==> src/rtl/seq_det_pkg.sv <==
// Shared definitions for the 10010 non-overlapping Mealy detector: state
// encoding, pattern length and the single-step transition function.
package seq_det_pkg;

  localparam logic [2:0] S0 = 3'd0;
  localparam logic [2:0] S1 = 3'd1;
  localparam logic [2:0] S2 = 3'd2;
  localparam logic [2:0] S3 = 3'd3;
  localparam logic [2:0] S4 = 3'd4;

  localparam int PAT_LEN = 5;

  typedef struct packed {
    logic [2:0] nxt;
    logic       hit;
  } step_t;

  // Unused encodings fall back to S0 so a corrupted saved state self-heals.
  function automatic step_t seq_step(input logic [2:0] st, input logic b);
    step_t r;
    r.nxt = S0;
    r.hit = 1'b0;
    case (st)
      S0: r.nxt = b ? S1 : S0;
      S1: r.nxt = b ? S1 : S2;
      S2: r.nxt = b ? S1 : S3;
      S3: r.nxt = b ? S4 : S0;
      S4: begin
        r.nxt = b ? S1 : S0;
        r.hit = ~b;
      end
      default: r.nxt = S0;
    endcase
    return r;
  endfunction

endpackage

==> src/rtl/seq10010_channel_scheduler_if.sv <==
// Channel-side handshake plus detection/statistics outputs of the scheduler.
interface seq10010_channel_scheduler_if #(
  parameter int NCH     = 4,
  parameter int COUNT_W = 8
);
  localparam int CW = $clog2(NCH);

  logic [NCH-1:0]     in_valid;
  logic [NCH-1:0]     in_bit;
  logic [NCH-1:0]     in_ready;
  logic               det_valid;
  logic [CW-1:0]      det_ch;
  logic [CW-1:0]      cnt_sel;
  logic [COUNT_W-1:0] cnt_val;

  modport master (
    output in_valid, in_bit, cnt_sel,
    input  in_ready, det_valid, det_ch, cnt_val
  );

  modport slave (
    input  in_valid, in_bit, cnt_sel,
    output in_ready, det_valid, det_ch, cnt_val
  );

endinterface

==> src/rtl/seq10010_step.sv <==
// Purely combinational 10010 detector step: (state, bit) -> (next state, hit).
module seq10010_step
  import seq_det_pkg::*;
(
  input  logic [2:0] st_i,
  input  logic       bit_i,
  output logic [2:0] nxt_o,
  output logic       hit_o
);

  step_t r;

  assign r     = seq_step(st_i, bit_i);
  assign nxt_o = r.nxt;
  assign hit_o = r.hit;

endmodule

==> src/rtl/seq10010_channel_scheduler.sv <==
// Round-robin time-multiplexing of one 10010 detector step across NCH serial
// channels, each with a one-bit input buffer, saved state and hit counter.
module seq10010_channel_scheduler
  import seq_det_pkg::*;
#(
  parameter int NCH     = 4,
  parameter int COUNT_W = 8
) (
  input  logic clk,
  input  logic reset,
  input  logic enable,
  input  logic clear,
  seq10010_channel_scheduler_if.slave bus
);

  localparam int CW = $clog2(NCH);

  logic [NCH-1:0]     buf_v_q, buf_v_d;
  logic [NCH-1:0]     buf_b_q, buf_b_d;
  logic [2:0]         st_q  [NCH];
  logic [2:0]         st_d  [NCH];
  logic [COUNT_W-1:0] cnt_q [NCH];
  logic [COUNT_W-1:0] cnt_d [NCH];
  logic [CW-1:0]      rr_ptr_q, rr_ptr_d;
  logic               det_valid_q, det_valid_d;
  logic [CW-1:0]      det_ch_q, det_ch_d;

  logic               gnt_found;
  logic [CW-1:0]      gnt_idx;
  logic [NCH-1:0]     grant;
  logic [NCH-1:0]     accept;
  logic [2:0]         step_nxt;
  logic               step_hit;

  // First buffered channel at or after rr_ptr, searching upward with wrap.
  always_comb begin
    gnt_found = 1'b0;
    gnt_idx   = '0;
    if (enable && !clear) begin
      for (int k = 0; k < NCH; k++) begin
        if (!gnt_found && buf_v_q[CW'((int'(rr_ptr_q) + k) % NCH)]) begin
          gnt_found = 1'b1;
          gnt_idx   = CW'((int'(rr_ptr_q) + k) % NCH);
        end
      end
    end
  end

  always_comb begin
    grant = '0;
    if (gnt_found) grant[gnt_idx] = 1'b1;
  end

  seq10010_step u_step (
    .st_i  (st_q[gnt_idx]),
    .bit_i (buf_b_q[gnt_idx]),
    .nxt_o (step_nxt),
    .hit_o (step_hit)
  );

  // Ready depends only on registered state, grant and clear; a served buffer
  // can be refilled on the same edge it drains.
  assign bus.in_ready = {NCH{~clear}} & (~buf_v_q | grant);
  assign accept       = bus.in_valid & bus.in_ready;

  always_comb begin
    buf_v_d     = (buf_v_q & ~grant) | accept;
    buf_b_d     = (accept & bus.in_bit) | (~accept & buf_b_q);
    st_d        = st_q;
    cnt_d       = cnt_q;
    rr_ptr_d    = rr_ptr_q;
    det_valid_d = 1'b0;
    det_ch_d    = det_ch_q;

    if (gnt_found) begin
      st_d[gnt_idx] = step_nxt;
      rr_ptr_d      = CW'((int'(gnt_idx) + 1) % NCH);
      if (step_hit) begin
        det_valid_d = 1'b1;
        det_ch_d    = gnt_idx;
        if (cnt_q[gnt_idx] != '1) cnt_d[gnt_idx] = cnt_q[gnt_idx] + COUNT_W'(1);
      end
    end

    if (clear) begin
      buf_v_d     = '0;
      rr_ptr_d    = '0;
      det_valid_d = 1'b0;
      for (int i = 0; i < NCH; i++) begin
        st_d[i]  = S0;
        cnt_d[i] = '0;
      end
    end
  end

  always_ff @(posedge clk or negedge reset) begin
    if (!reset) begin
      buf_v_q     <= '0;
      buf_b_q     <= '0;
      rr_ptr_q    <= '0;
      det_valid_q <= 1'b0;
      det_ch_q    <= '0;
      for (int i = 0; i < NCH; i++) begin
        st_q[i]  <= S0;
        cnt_q[i] <= '0;
      end
    end else begin
      buf_v_q     <= buf_v_d;
      buf_b_q     <= buf_b_d;
      rr_ptr_q    <= rr_ptr_d;
      det_valid_q <= det_valid_d;
      det_ch_q    <= det_ch_d;
      for (int i = 0; i < NCH; i++) begin
        st_q[i]  <= st_d[i];
        cnt_q[i] <= cnt_d[i];
      end
    end
  end

  assign bus.det_valid = det_valid_q;
  assign bus.det_ch    = det_ch_q;
  assign bus.cnt_val   = cnt_q[bus.cnt_sel];

endmodule
==> src/flat_wrapper.sv <==
// flat-port wrapper written by rule: the top's interface ports become plain ports
module seq10010_channel_scheduler_flat import seq_det_pkg::*;
#(
  parameter int NCH     = 4,
  parameter int COUNT_W = 8
)
  (clk, reset, enable, clear, bus_in_valid, bus_in_bit, bus_cnt_sel, bus_in_ready, bus_det_valid, bus_det_ch, bus_cnt_val);
  seq10010_channel_scheduler_if #(.NCH(NCH), .COUNT_W(COUNT_W)) bus_i ();
  input  logic clk;
  input  logic reset;
  input  logic enable;
  input  logic clear;
  input wire logic [$bits(bus_i.in_valid)-1:0] bus_in_valid;
  input wire logic [$bits(bus_i.in_bit)-1:0] bus_in_bit;
  input wire logic [$bits(bus_i.cnt_sel)-1:0] bus_cnt_sel;
  output wire logic [$bits(bus_i.in_ready)-1:0] bus_in_ready;
  output wire logic [$bits(bus_i.det_valid)-1:0] bus_det_valid;
  output wire logic [$bits(bus_i.det_ch)-1:0] bus_det_ch;
  output wire logic [$bits(bus_i.cnt_val)-1:0] bus_cnt_val;
  assign bus_i.in_valid = bus_in_valid;
  assign bus_i.in_bit = bus_in_bit;
  assign bus_i.cnt_sel = bus_cnt_sel;
  assign bus_in_ready = bus_i.in_ready;
  assign bus_det_valid = bus_i.det_valid;
  assign bus_det_ch = bus_i.det_ch;
  assign bus_cnt_val = bus_i.cnt_val;
  seq10010_channel_scheduler #(.NCH(NCH), .COUNT_W(COUNT_W)) u_core (.clk(clk), .reset(reset), .enable(enable), .clear(clear), .bus(bus_i));
endmodule
==> config.mk <==
export PLATFORM = sky130hd
export DESIGN_NAME = seq10010_channel_scheduler_flat
export DESIGN_NICKNAME = d
export VERILOG_FILES = /design/src/rtl/seq_det_pkg.sv /design/src/rtl/seq10010_channel_scheduler_if.sv /design/src/rtl/seq10010_step.sv /design/src/rtl/seq10010_channel_scheduler.sv /design/src/flat_wrapper.sv
export SDC_FILE = /design/constraint.sdc
export NUM_CORES = 1
export LEC_CHECK = 0
export CORE_MARGIN = 8
export CORE_UTILIZATION = 40
export DETAILED_ROUTE_END_ITERATION = 6
export GPL_ROUTABILITY_DRIVEN = 0
export GPL_TIMING_DRIVEN = 0
export PLACE_DENSITY_LB_ADDON = 0.15
export SLEW_MARGIN = 20
export SYNTH_ARGS = -nofsm -noshare
export SYNTH_HDL_FRONTEND = slang
export SYNTH_HIERARCHICAL = 1
export SYNTH_SLANG_ARGS = --single-unit
==> constraint.sdc <==
create_clock -name clk -period 5.3 [get_ports clk]
set_clock_uncertainty 0.15 [all_clocks]
set_input_delay 1.06 -clock clk [delete_from_list [all_inputs] [get_ports clk]]
set_output_delay 1.06 -clock clk [all_outputs]
set_load 0.02 [all_outputs]
==> flow_summary.json <==
{
  "hold_path_class": "register to register",
  "vias": 2775,
  "avgSynthCellArea_sq_um": 10.2,
  "crit_family": "buffers and inverters",
  "cp_cell_sequence": "clkdlybuf4s50_1 -> nor2b_2 -> o41a_4 -> nand3_4 -> buf_12 -> buf_4 -> ha_1 -> a21boi_1 -> nor2_1 -> clkdlybuf4s50_1",
  "synth_area_leaders": "dfrtp_1 (40%), mux2_2 (6.7%), mux4_2 (5.1%), nand2_1 (5.1%), mux2i_1 (4.8%)",
  "synth-edff-count": 0,
  "cts_tree": "done",
  "crit_fanout": 20,
  "p_sw_uw": 270,
  "track_usage": 0.159,
  "peakVddDrop_v": 0.000142,
  "cts_max_level": 3,
  "grt.overflow.total": 0,
  "fin_tns_setup_ps": 0,
  "finalSetupViolations": 0,
  "final_common_cell": "dfrtp_1",
  "period_needed_ps": 5040,
  "nets": 405,
  "synth-simple-area-share": 0.202,
  "grt_pass1_wl_microns": 14900,
  "grt_pass1_vias": 2833,
  "synth_nets": 369,
  "synth_top_family_by_area": "simple AND/OR/NAND/NOR gates",
  "worst_path_most_repeated_cell": "clkdlybuf4s50_1",
  "cts_made_buffers": 9,
  "yosysTopAreaCellShare": 0.401,
  "intPower_uw": 761,
  "grt_start_max_net_pins": 35,
  "initialDrtViolationCount": 111,
  "synth_compound_area_frac": 0.150,
  "ctsResizeCount": 4,
  "critical-path-slowest-cell": "clkdlybuf4s50_1",
  "antenna_found_initial": 0,
  "start_util": 0.410,
  "synth-warning-count": 6,
  "p_leak_uw": 0.00176,
  "dieArea_sq_mm": 0.0122,
  "synth-xor-area-share": 0.0123,
  "synth.cell_area_sq_mm": 0.00356,
  "seq_power_share": 0.445,
  "report.final.hold_viol_count": 0,
  "drcViolationCount": 0,
  "synth_top_flop_cell": "dfrtp_1",
  "clock-root-buffer": "clkbuf_8",
  "slowest_delay_ps": 560,
  "path_clk_slew_ps": 70,
  "drive_gt1_frac": 0.184,
  "cp.buffers_inverters": 4,
  "final_cells": 499,
  "synth_top_area_cell": "dfrtp_1",
  "required_ps": 4090,
  "outcome": "complete, no violations",
  "stdcell_area_sq_mm": 0.00419,
  "cap_violations": 0,
  "final_util": 0.483,
  "synth_seq_area_share": 0.401,
  "rows": 34,
  "holdBufCountCts": 0,
  "worstPathArrival_ps": 3830,
  "clock_sinks": 57,
  "n_antenna_cell": 0,
  "synthArstFlopShare": 1.00,
  "ys_ff_latch": 57,
  "drv_slew": 0,
  "slew_headroom": 0.497,
  "ys_types": 50,
  "fmax_ghz": 0.199,
  "post_cts.repair.setup_buffers": 0,
  "power_density_mw_per_mm2": 246,
  "cp-end-kind": "output pin",
  "placed_cell_area_sq_mm": 0.00397,
  "fin_crit_sh": 0.950,
  "vias_per_cell": 5.56,
  "comb_power_share": 0.137,
  "avgRoutedWirePerCell_microns": 17.7,
  "ioPinCount": 29,
  "worstSetupPathType": "input port to output pin",
  "dp_hpwl_microns": 6390,
  "num-fill-cells": 838,
  "cts_buffer_depth": 2,
  "tightest_slew_ps": 750,
  "port_buffers": 26,
  "die_h_microns": 110,
  "rsz0062_at_grt": "false",
  "first_pass_iters": 4,
  "synth_cells": 350,
  "detail-route-antenna-nets": 0,
  "synth_fa_ha_area_frac": 0.0176,
  "pwr-share-clk": 0.418,
  "layout_common_cells": "dfrtp_1 (57), nand2_1 (48), nand3_1 (24), nor2_1 (23), clkdlybuf4s50_1 (22)",
  "synthMuxAreaShare": 0.173,
  "start_kind": "input port",
  "core_area_sq_mm": 0.00868,
  "clk_latency_ps": 330,
  "syn2layout_area_growth_pct": 17.9,
  "dp.cells": 485,
  "switching_share": 0.262,
  "die_w_microns": 110,
  "drt-total-wl_microns": 8830
}
[cells in the mapped netlist (2+ instances only)]
cell,instances
dfrtp_1,57
nand2_1,48
nand3_1,24
nor2_1,23
mux2_2,21
mux2i_1,17
o21ai_0,16
a21oi_1,14
nand3b_1,11
o21ai_1,11
clkbuf_1,10
nor2b_1,10
and3_1,9
mux4_2,8
inv_1,7
a31oi_1,6
a21boi_0,5
ha_1,5
a32oi_1,4
buf_6,4
o41ai_4,4
nand2b_1,3
xnor2_1,3
a311oi_1,2
mux2_4,2
xor2_1,2
[worst reg2reg max path: stages, from the launching register on]
cell	delay, ps
dfrtp_1	430
nand2b_1	200
a32oi_2	320
nand3_4	180
buf_12	190
buf_4	220
clkinv_2	160
nand2_1	60
and3_1	160
a31oi_1	310
nor4b_1	570
and2_1	220
clkbuf_1	260
mux2_2	380
[layout make-up]
class	count	area, sq um	share of cell area
repair buffers	27	285	0.0681
flip-flops and latches	57	1430	0.340
plain buffers	17	125	0.0299
clock buffers	14	173	0.0412
well taps	108	135	0.0322
clock inverters	2	35.0	0.00836
inverters	8	31.3	0.00746
multi-input cells	266	1980	0.473
[cell families after synthesis]
family | count (synthesis)
muxes | 48
and+or+nand+nor | 139
buffers and inverters | 27
xor gates and xnor gates | 5
AOI/OAI and AO/OA | 69
DFF | 57
adders and majority gates | 5
[sequential cells by signal, summed over array words and instances (netlist names), named ones only]
name                  count
u_core/cnt_q             32
u_core/st_q              12
u_core/buf_v_q            4
u_core/bus.det_ch         2
u_core/rr_ptr_q           2
u_core/bus.det_valid      1
[worst paths after layout]
check	start	end	slack [ps]	cells past startpoint
min	u_core/bus.det_ch[1]	u_core/bus.det_ch[1]	360	1
min in group asynchronous	reset	u_core/cnt_q[25]	470	1
min reg2reg	u_core/bus.det_ch[1]	u_core/bus.det_ch[1]	360	1
max in group asynchronous	reset	u_core/st_q[7]	4020	2
max reg2reg	u_core/rr_ptr_q[1]	u_core/bus.det_ch[0]	1390	13
max	enable	bus_in_ready[0]	260	10
[metal layers]
metal	share of wire	track usage	vias up
met4	0.017	0.0618	0
met2	0.45	0.249	76
li1	-	-	1334
met3	0.052	0.0320	14
met5	0	0	-
met1	0.48	0.212	1351
[through the flow]
| stage | power [uW] | hold slack (ps) | setup WS [ps] |
|---|---|---|---|
| after floorplan | 551 | 329 | 1060 |
| after global placement | 606 | 343 | -656 |
| after detailed placement | 608 | 344 | -615 |
| after CTS | 1040 | 360 | 5.17 |
| after global routing | 1080 | 381 | 49.9 |
| final | 1030 | 355 | 264 |
[power by group through the flow]
stage	logic, uW	registers (uW)	clock network [uW]
2_1_floorplan	84.7	466	0
3_3_place_gp	139	467	0
3_5_place_dp	141	467	0
4_1_cts	142	459	442
5_1_grt	156	460	462
6_report	141	459	431
(Power assumes the default switching activity.)
